### config.mk
export PLATFORM = sky130hd
export DESIGN_NAME = sigmoid_arbiter_flat
export DESIGN_NICKNAME = d
export VERILOG_FILES = /design/src/rtl/sigmoid_arbiter_if.sv /design/src/rtl/sigmoid_arbiter.sv /design/src/flat_wrapper.sv
export SDC_FILE = /design/constraint.sdc
export NUM_CORES = 2
export LEC_CHECK = 0
export BUFFER_PORTS_ARGS = -buffer_cell sky130_fd_sc_hd__buf_2
export CAP_MARGIN = 5
export CORE_MARGIN = 2
export CORE_UTILIZATION = 40
export CTS_BUF_LIST = sky130_fd_sc_hd__clkbuf_16
export DETAILED_ROUTE_END_ITERATION = 7
export HOLD_SLACK_MARGIN = 0.08
export MAX_ROUTING_LAYER = met4
export PLACE_DENSITY = 0.65
export SLEW_MARGIN = 20
export SYNTH_ARGS = -nofsm -noshare
export SYNTH_HDL_FRONTEND = slang
export SYNTH_SLANG_ARGS = --single-unit
export TNS_END_PERCENT = 10
### constraint.sdc
create_clock -name clk -period 78.4 [get_ports clk]
set_clock_uncertainty 0.1 [all_clocks]
set_input_delay 3.92 -clock clk [delete_from_list [all_inputs] [get_ports clk]]
set_output_delay 3.92 -clock clk [all_outputs]
set_load 0.03 [all_outputs]
### src/rtl/sigmoid_arbiter_if.sv
// -----------------------------------------------------------------------------
// sigmoid_arbiter_if
//
// Bundles the requester-side and result-side handshakes of sigmoid_arbiter.
//
// Signals:
//   req_valid [NREQ]     per-lane operand valid
//   req_x     [16*NREQ]  lane i operand at [16i+15:16i], signed Q4.12
//   req_ready [NREQ]     one-hot grant (or zero) back to the lanes
//   out_valid            result valid
//   out_ready            downstream accepts the result
//   out_data  [16]       activation, Q4.12, always in [0x0000, 0x1000]
//   out_id    [IDW]      lane that produced out_data
//
// Modports:
//   slave  - the arbiter itself (consumes operands, produces results)
//   master - the environment (lanes plus write-back path)
// -----------------------------------------------------------------------------
interface sigmoid_arbiter_if #(
    parameter int NREQ = 4,
    parameter int IDW  = (NREQ > 1) ? $clog2(NREQ) : 1
);
    logic [NREQ-1:0]      req_valid;
    logic [16*NREQ-1:0]   req_x;
    logic [NREQ-1:0]      req_ready;
    logic                 out_valid;
    logic                 out_ready;
    logic [15:0]          out_data;
    logic [IDW-1:0]       out_id;

    modport master (
        output req_valid, req_x, out_ready,
        input  req_ready, out_valid, out_data, out_id
    );

    modport slave (
        input  req_valid, req_x, out_ready,
        output req_ready, out_valid, out_data, out_id
    );
endinterface

### src/rtl/sigmoid_arbiter.sv
// -----------------------------------------------------------------------------
// sigmoid_arbiter
//
// Round-robin scheduler sharing one combinational sigmoid evaluator among NREQ
// neuron lanes. A granted Q4.12 operand is registered in S1, the shared
// sigmoid is evaluated from S1, and the saturated/clamped activation is
// registered in S2 together with the requester index.
//
// Parameters:
//   NREQ    number of requesting lanes (1..16)
//   IDW     width of the requester tag
//   SAT_TH  positive saturation threshold, Q4.12, must be > 0
//
// Ports:
//   clk     rising-edge clock
//   rst     synchronous, active-high reset
//   bus     sigmoid_arbiter_if.slave (request and result handshakes)
// -----------------------------------------------------------------------------
module sigmoid_arbiter #(
    parameter int                 NREQ   = 4,
    parameter int                 IDW    = (NREQ > 1) ? $clog2(NREQ) : 1,
    parameter logic signed [15:0] SAT_TH = 16'sh2800
) (
    input  logic             clk,
    input  logic             rst,
    sigmoid_arbiter_if.slave bus
);

    // Lower threshold built one bit wider so negating SAT_TH cannot overflow.
    localparam logic signed [16:0] NEG_TH = -(17'(SAT_TH));

    // sigmoid(x) - 0.5 ~= x * (C_A + C_B*x^2 + C_C*x^4), coefficients in Q.16,
    // least-squares shaped to hit the true curve at x = 1.0, 2.0 and 2.5.
    localparam logic signed [47:0] C_A      = 48'sd16247;
    localparam logic signed [47:0] C_B      = -48'sd1159;
    localparam logic signed [47:0] C_C      = 48'sd54;
    localparam logic signed [47:0] HALF_Q12 = 48'sd2048;
    localparam logic signed [47:0] ONE_Q12  = 48'sd4096;

    // Shared sigmoid evaluator, Q4.12 in, unclamped Q.12 out.
    function automatic logic signed [47:0] sigmoid_poly(input logic signed [15:0] x);
        logic signed [47:0] xw;
        logic signed [47:0] x2;
        logic signed [47:0] acc;
        xw  = 48'(x);
        x2  = (xw * xw) >>> 12;        // x^2, Q.12
        acc = (C_C * x2) >>> 12;       // Horner, Q.16 throughout
        acc = C_B + acc;
        acc = (acc * x2) >>> 12;
        acc = C_A + acc;
        acc = (acc * xw) >>> 16;       // back to Q.12
        return HALF_Q12 + acc;
    endfunction

    // ---------------------------------------------------------------- state
    logic                     s1_valid;
    logic signed [15:0]       s1_x;
    logic [IDW-1:0]           s1_id;
    logic                     s2_valid;
    logic [15:0]              s2_data;
    logic [IDW-1:0]           s2_id;
    logic [IDW-1:0]           last;

    // ---------------------------------------------------------------- comb
    logic                     s2_free;
    logic                     s1_free;
    logic [15:0]              lane_x [NREQ];
    logic [NREQ-1:0]          grant;
    logic [IDW-1:0]           grant_id;
    logic [15:0]              grant_x;
    logic                     found;
    logic [IDW:0]             cand_sum;
    logic [IDW-1:0]           cand;
    logic                     accept;
    logic signed [47:0]       poly;
    logic [15:0]              act;

    for (genvar g = 0; g < NREQ; g++) begin : g_lane
        assign lane_x[g] = bus.req_x[16*g +: 16];
    end

    assign s2_free = !s2_valid || bus.out_ready;
    assign s1_free = !s1_valid || s2_free;

    // Round-robin search starting just after the last accepted lane.
    // NOTE: every variable assigned in an always_comb gets a default at the
    // top; a path that leaves one unassigned would infer a latch.
    always_comb begin
        grant    = '0;
        grant_id = '0;
        grant_x  = '0;
        found    = 1'b0;
        cand_sum = '0;
        cand     = '0;
        for (int k = 1; k <= NREQ; k++) begin
            cand_sum = {1'b0, last} + (IDW+1)'(k);
            if (cand_sum >= (IDW+1)'(NREQ)) begin
                cand_sum = cand_sum - (IDW+1)'(NREQ);
            end
            cand = cand_sum[IDW-1:0];
            if (!found && bus.req_valid[cand]) begin
                found       = 1'b1;
                grant[cand] = 1'b1;
                grant_id    = cand;
                grant_x     = lane_x[cand];
            end
        end
    end

    // Grant is offered only while S1 can take it; never during reset.
    assign bus.req_ready = (s1_free && !rst) ? grant : '0;
    assign accept        = found && s1_free && !rst;

    // Activation: hard saturation outside +/-SAT_TH, clamp the polynomial inside.
    always_comb begin
        poly = sigmoid_poly(s1_x);
        act  = '0;
        if (s1_x >= SAT_TH) begin
            act = 16'h1000;
        end else if (17'(s1_x) <= NEG_TH) begin
            act = 16'h0000;
        end else if (poly < 0) begin
            act = 16'h0000;
        end else if (poly > ONE_Q12) begin
            act = 16'h1000;
        end else begin
            act = poly[15:0];
        end
    end

    // ---------------------------------------------------------------- regs
    // NOTE: sequential state uses non-blocking assignments so every register
    // samples pre-edge values regardless of statement order.
    always_ff @(posedge clk) begin
        if (rst) begin
            s1_valid <= 1'b0;
            s2_valid <= 1'b0;
            s2_data  <= '0;
            s2_id    <= '0;
            last     <= IDW'(NREQ - 1);
        end else begin
            if (s1_free) begin
                s1_valid <= accept;
            end
            if (s2_free) begin
                s2_valid <= s1_valid;
                if (s1_valid) begin
                    s2_data <= act;
                    s2_id   <= s1_id;
                end
            end
            if (accept) begin
                last <= grant_id;
            end
        end
    end

    // NOTE: the S1 operand/tag are qualified by s1_valid, so they carry no
    // reset; S2 data/tag are reset because they are visible on the outputs.
    always_ff @(posedge clk) begin
        if (accept) begin
            s1_x  <= grant_x;
            s1_id <= grant_id;
        end
    end

    assign bus.out_valid = s2_valid;
    assign bus.out_data  = s2_data;
    assign bus.out_id    = s2_id;

endmodule

### src/flat_wrapper.sv
// flat-port wrapper written by rule: the top's interface ports become plain ports
module sigmoid_arbiter_flat 
#(
    parameter int                 NREQ   = 4,
    parameter int                 IDW    = (NREQ > 1) ? $clog2(NREQ) : 1,
    parameter logic signed [15:0] SAT_TH = 16'sh2800
)
  (clk, rst, bus_req_valid, bus_req_x, bus_out_ready, bus_req_ready, bus_out_valid, bus_out_data, bus_out_id);
  sigmoid_arbiter_if #(.NREQ(NREQ), .IDW(IDW)) bus_i ();
  input  logic clk;
  input  logic rst;
  input wire logic [$bits(bus_i.req_valid)-1:0] bus_req_valid;
  input wire logic [$bits(bus_i.req_x)-1:0] bus_req_x;
  input wire logic [$bits(bus_i.out_ready)-1:0] bus_out_ready;
  output wire logic [$bits(bus_i.req_ready)-1:0] bus_req_ready;
  output wire logic [$bits(bus_i.out_valid)-1:0] bus_out_valid;
  output wire logic [$bits(bus_i.out_data)-1:0] bus_out_data;
  output wire logic [$bits(bus_i.out_id)-1:0] bus_out_id;
  assign bus_i.req_valid = bus_req_valid;
  assign bus_i.req_x = bus_req_x;
  assign bus_i.out_ready = bus_out_ready;
  assign bus_req_ready = bus_i.req_ready;
  assign bus_out_valid = bus_i.out_valid;
  assign bus_out_data = bus_i.out_data;
  assign bus_out_id = bus_i.out_id;
  sigmoid_arbiter #(.NREQ(NREQ), .IDW(IDW), .SAT_TH(SAT_TH)) u_core (.clk(clk), .rst(rst), .bus(bus_i));
endmodule
==> key figures <==
Status
  • Status: complete, no violations

Logic synthesis
  • Cell Area, Synth: 0.0467 mm²
  • Post-synth EDFFs: 18
  • Synth Area in Simple Gates: 13.9%
  • Avg Cell Area, Syn: 8.84 µm²
  • Yosys top cell area share: 47.0%
  • Post-synthesis mux area share: 3.75%
  • Synth top area cells: fa_1 47%, inv_1 11%, ha_1 9.5%
  • Post-synth cell types: 105
  • Syn Inst Count: 5285
  • Xor/xnor share of the synthesized area: 3.29%
  • Synth Area in Compound Gates: 7.40%
  • Net count after synthesis: 6805
  • Post-Synth Adder-Cell Area: 56.5%
  • #FFs+latches synth: 40
  • Largest family of logic cells by synthesized area: adder cells
  • Yosys warns: 0
  • Seq/Total Area, Yosys: 2.10%
  • Asr flop ratio synth: 0%
  • Area leader, netlist: fa_1
  • Ys flop type: dfxtp_1

Clock tree
  • Worst-case clock buffer depth: 2
  • TritonCTS Buffers: 5
  • Setup Buffers After CTS: 0
  • CTS tree: done
  • Root Buffer Master: clkbuf_16
  • Clock-pin slew on the worst setup and hold paths: 0.07 ns
  • Worst skew pair latency: 0.34 ns
  • H-tree depth: 2
  • TritonCTS sink count: 40
  • PostCTS Resize Cnt: 0
  • Cts-stage hold buffer count: 0

STA
  • Highest clock rate: 0.0339 GHz
  • Slew Limit Headroom: 22.0%
  • Slew of the pin with the lowest slew margin: 1.17 ns
  • RSZ-0062 raised after global routing: no
  • Max-slew violation count: 0
  • Final Hold Vio Count: 0
  • Tmin final: 29.51 ns
  • Final setup violation count: 0
  • Final Cycle Share: 37.6%
  • Fin Setup TNS: 0 ns

Worst setup path
  • Startpoint Class: flip-flop
  • CP endpoint kind: flip-flop
  • FF-to-FF setup slack: 48.89 ns
  • CP max stage cell: xor2_1
  • Worst EP arrival: 29.67 ns
  • CP Class: reg -> reg
  • Crit-path max FO: 52
  • Critical Path Start: u_core.s1_x[4]$_DFFE_PP_
  • R2r endpoint: u_core.bus.out_data[2]$_SDFFE_PP0P_
  • Crit path max-delay family: adder cells
  • Instance count on the critical path: 89
  • Max stage delay on crit path: 0.84 ns
  • Crit path to: u_core.bus.out_data[2]$_SDFFE_PP0P_
  • Critical path data required time: 78.56 ns
  • Buffers & Inverters on Critical Path: 10
  • RR Startpoint: u_core.s1_x[4]$_DFFE_PP_
  • Crit-path most repeated cell: fa_1
  • R2R depth: 89

Global routing
  • Tot GR Track Use: 21.0%
  • Largest net degree at the start of global routing: 70
  • Gr ovfl total: 0
  • First-pass GRT wire length: 196000 µm
  • Number of global-route vias before repair: 37200
  • Initial antenna violation count: 2

Route
  • Vias per cell: 5.16
  • Drt drc: 0
  • DRT Pass-1 Iters: 5
  • Via Count: 34900
  • WL/cell: 17.3 µm
  • Routed Antenna Nets: 0
  • DR iter-0 viols: 2238
  • WL final: 117000 µm

Layout
  • # fillers: 11500
  • Most frequent cells in the layout: 1397 x inv_1, 1096 x fa_1, 649 x nand2_1, 353 x ha_1, 299 x nor2_1
  • Commonest non-fill, non-tap cell in the layout: inv_1
  • Area of the multi-input gates: 0.0397 mm²
  • Sequential cell area: 986 µm²
  • Nets@finish: 6760
  • Layout cells sized above 1: 6.07%
  • Synthesis-to-finish area growth: 5.02%

Placement
  • HPWL Detailed: 97700 µm
  • Port Buffers: 93
  • RD Place Congestion: 0.913

Hold path
  • Hold WC Path Type: reg -> reg

Die
  • Rows: 125
  • Die Area: 0.119 mm²
  • Die width: 346 µm
  • Initial cell density of the core: 40.2%
  • Io pins: 94
  • Core Box Area: 0.116 mm²
  • Die height: 346 µm

Job
  • Max-cap violations: 0
[worst min path at each step]
stage                                              start                              endpoint  slack (ns)  depth (start not counted)
floorplan                      u_core.s1_id[0]$_DFFE_PP_     u_core.bus.out_id[0]$_SDFFE_PP0P_        0.35                          2
global placement    u_core.bus.out_data[14]$_SDFFE_PP0P_  u_core.bus.out_data[14]$_SDFFE_PP0P_        0.34                          1
detailed placement  u_core.bus.out_data[14]$_SDFFE_PP0P_  u_core.bus.out_data[14]$_SDFFE_PP0P_        0.34                          1
CTS                 u_core.bus.out_data[14]$_SDFFE_PP0P_  u_core.bus.out_data[14]$_SDFFE_PP0P_        0.36                          1
global route         u_core.bus.out_data[5]$_SDFFE_PP0P_   u_core.bus.out_data[5]$_SDFFE_PP0P_        0.39                          2
finish               u_core.bus.out_data[5]$_SDFFE_PP0P_   u_core.bus.out_data[5]$_SDFFE_PP0P_        0.35                          2
[worst register-to-register path, delay by kind of cell (launching register included)]
| kind | cells | cell delay (ns) |
|---|---|---|
| AOI/OAI and AO/OA | 34 | 8.52 |
| xor gates and xnor gates | 5 | 2.93 |
| adders and majority gates | 25 | 11.67 |
| buffers and inverters | 10 | 1.52 |
| DFF | 1 | 0.33 |
| and+or+nand+nor | 15 | 4.41 |
[cell usage after synthesis, types with 23 or more instances]
| cell type | count |
|---|---|
| clkbuf_1 | 197 |
| xor2_1 | 50 |
| a22oi_1 | 23 |
| and2_1 | 174 |
| a21oi_1 | 136 |
| o21ai_0 | 61 |
| a21o_1 | 61 |
| nor3_1 | 42 |
| nand2b_1 | 29 |
| nor2b_1 | 38 |
| and3_1 | 31 |
| nor2_1 | 299 |
| nand2_1 | 649 |
| ha_1 | 353 |
| mux4_2 | 68 |
| nand3_1 | 45 |
| nand4_1 | 25 |
| inv_1 | 1397 |
| fa_1 | 1096 |
| xnor2_1 | 116 |
[state kept, by name, summed over array words and instances (netlist names)]
name,cells
u_core.s1_x,16
u_core.s1_id,2
u_core.bus.out_data,16
u_core.bus.out_valid,1
u_core.bus.out_id,2
u_core.s1_valid,1
u_core.last,2
[per-stage QoR]
step           utilization [%]  instances  setup WS, ns  hold WS [ns]  instance area [µm²]
6_report                  42.3       6766         48.89         0.354                49000
5_1_grt                   42.3       6766         47.17         0.387                49000
4_1_cts                   42.3       6765         48.94         0.359                49000
3_5_place_dp              42.1       6757         49.01         0.340                48900
3_3_place_gp              42.1       6757         49.70         0.338                48900
2_1_floorplan                -       5285         51.66         0.353                46700
[per-layer routing]
layer	global-route usage (%)	wire, µm	up-vias
li1	-	-	15800
met1	27.1	49400	18000
met2	35.2	57700	1018
met3	2.55	7260	143
met4	5.00	2950	0
met5	-	0	-
[cell families after synthesis]
| logic type | Yosys count |
|---|---|
| simple gates | 1414 |
| mux | 88 |
| buf+inv | 1629 |
| xor+xnor | 170 |
| compound gates | 494 |
| fa+ha+maj | 1450 |
| flops | 40 |
[final cells by class]
type / instances / share of cell area (%)
flip-flops and latches: 40 / 2.01
repair buffers: 168 / 2.10
clock inverters: 3 / 0.0944
clock buffers: 5 / 0.255
multi-input cells: 3616 / 80.9
well taps: 1524 / 3.89
diodes: 1 / 0.00510
inverters: 1409 / 10.8
Power is not shown: default switching activity piles up to over one toggle a cycle in this logic, so the estimate is an artifact.
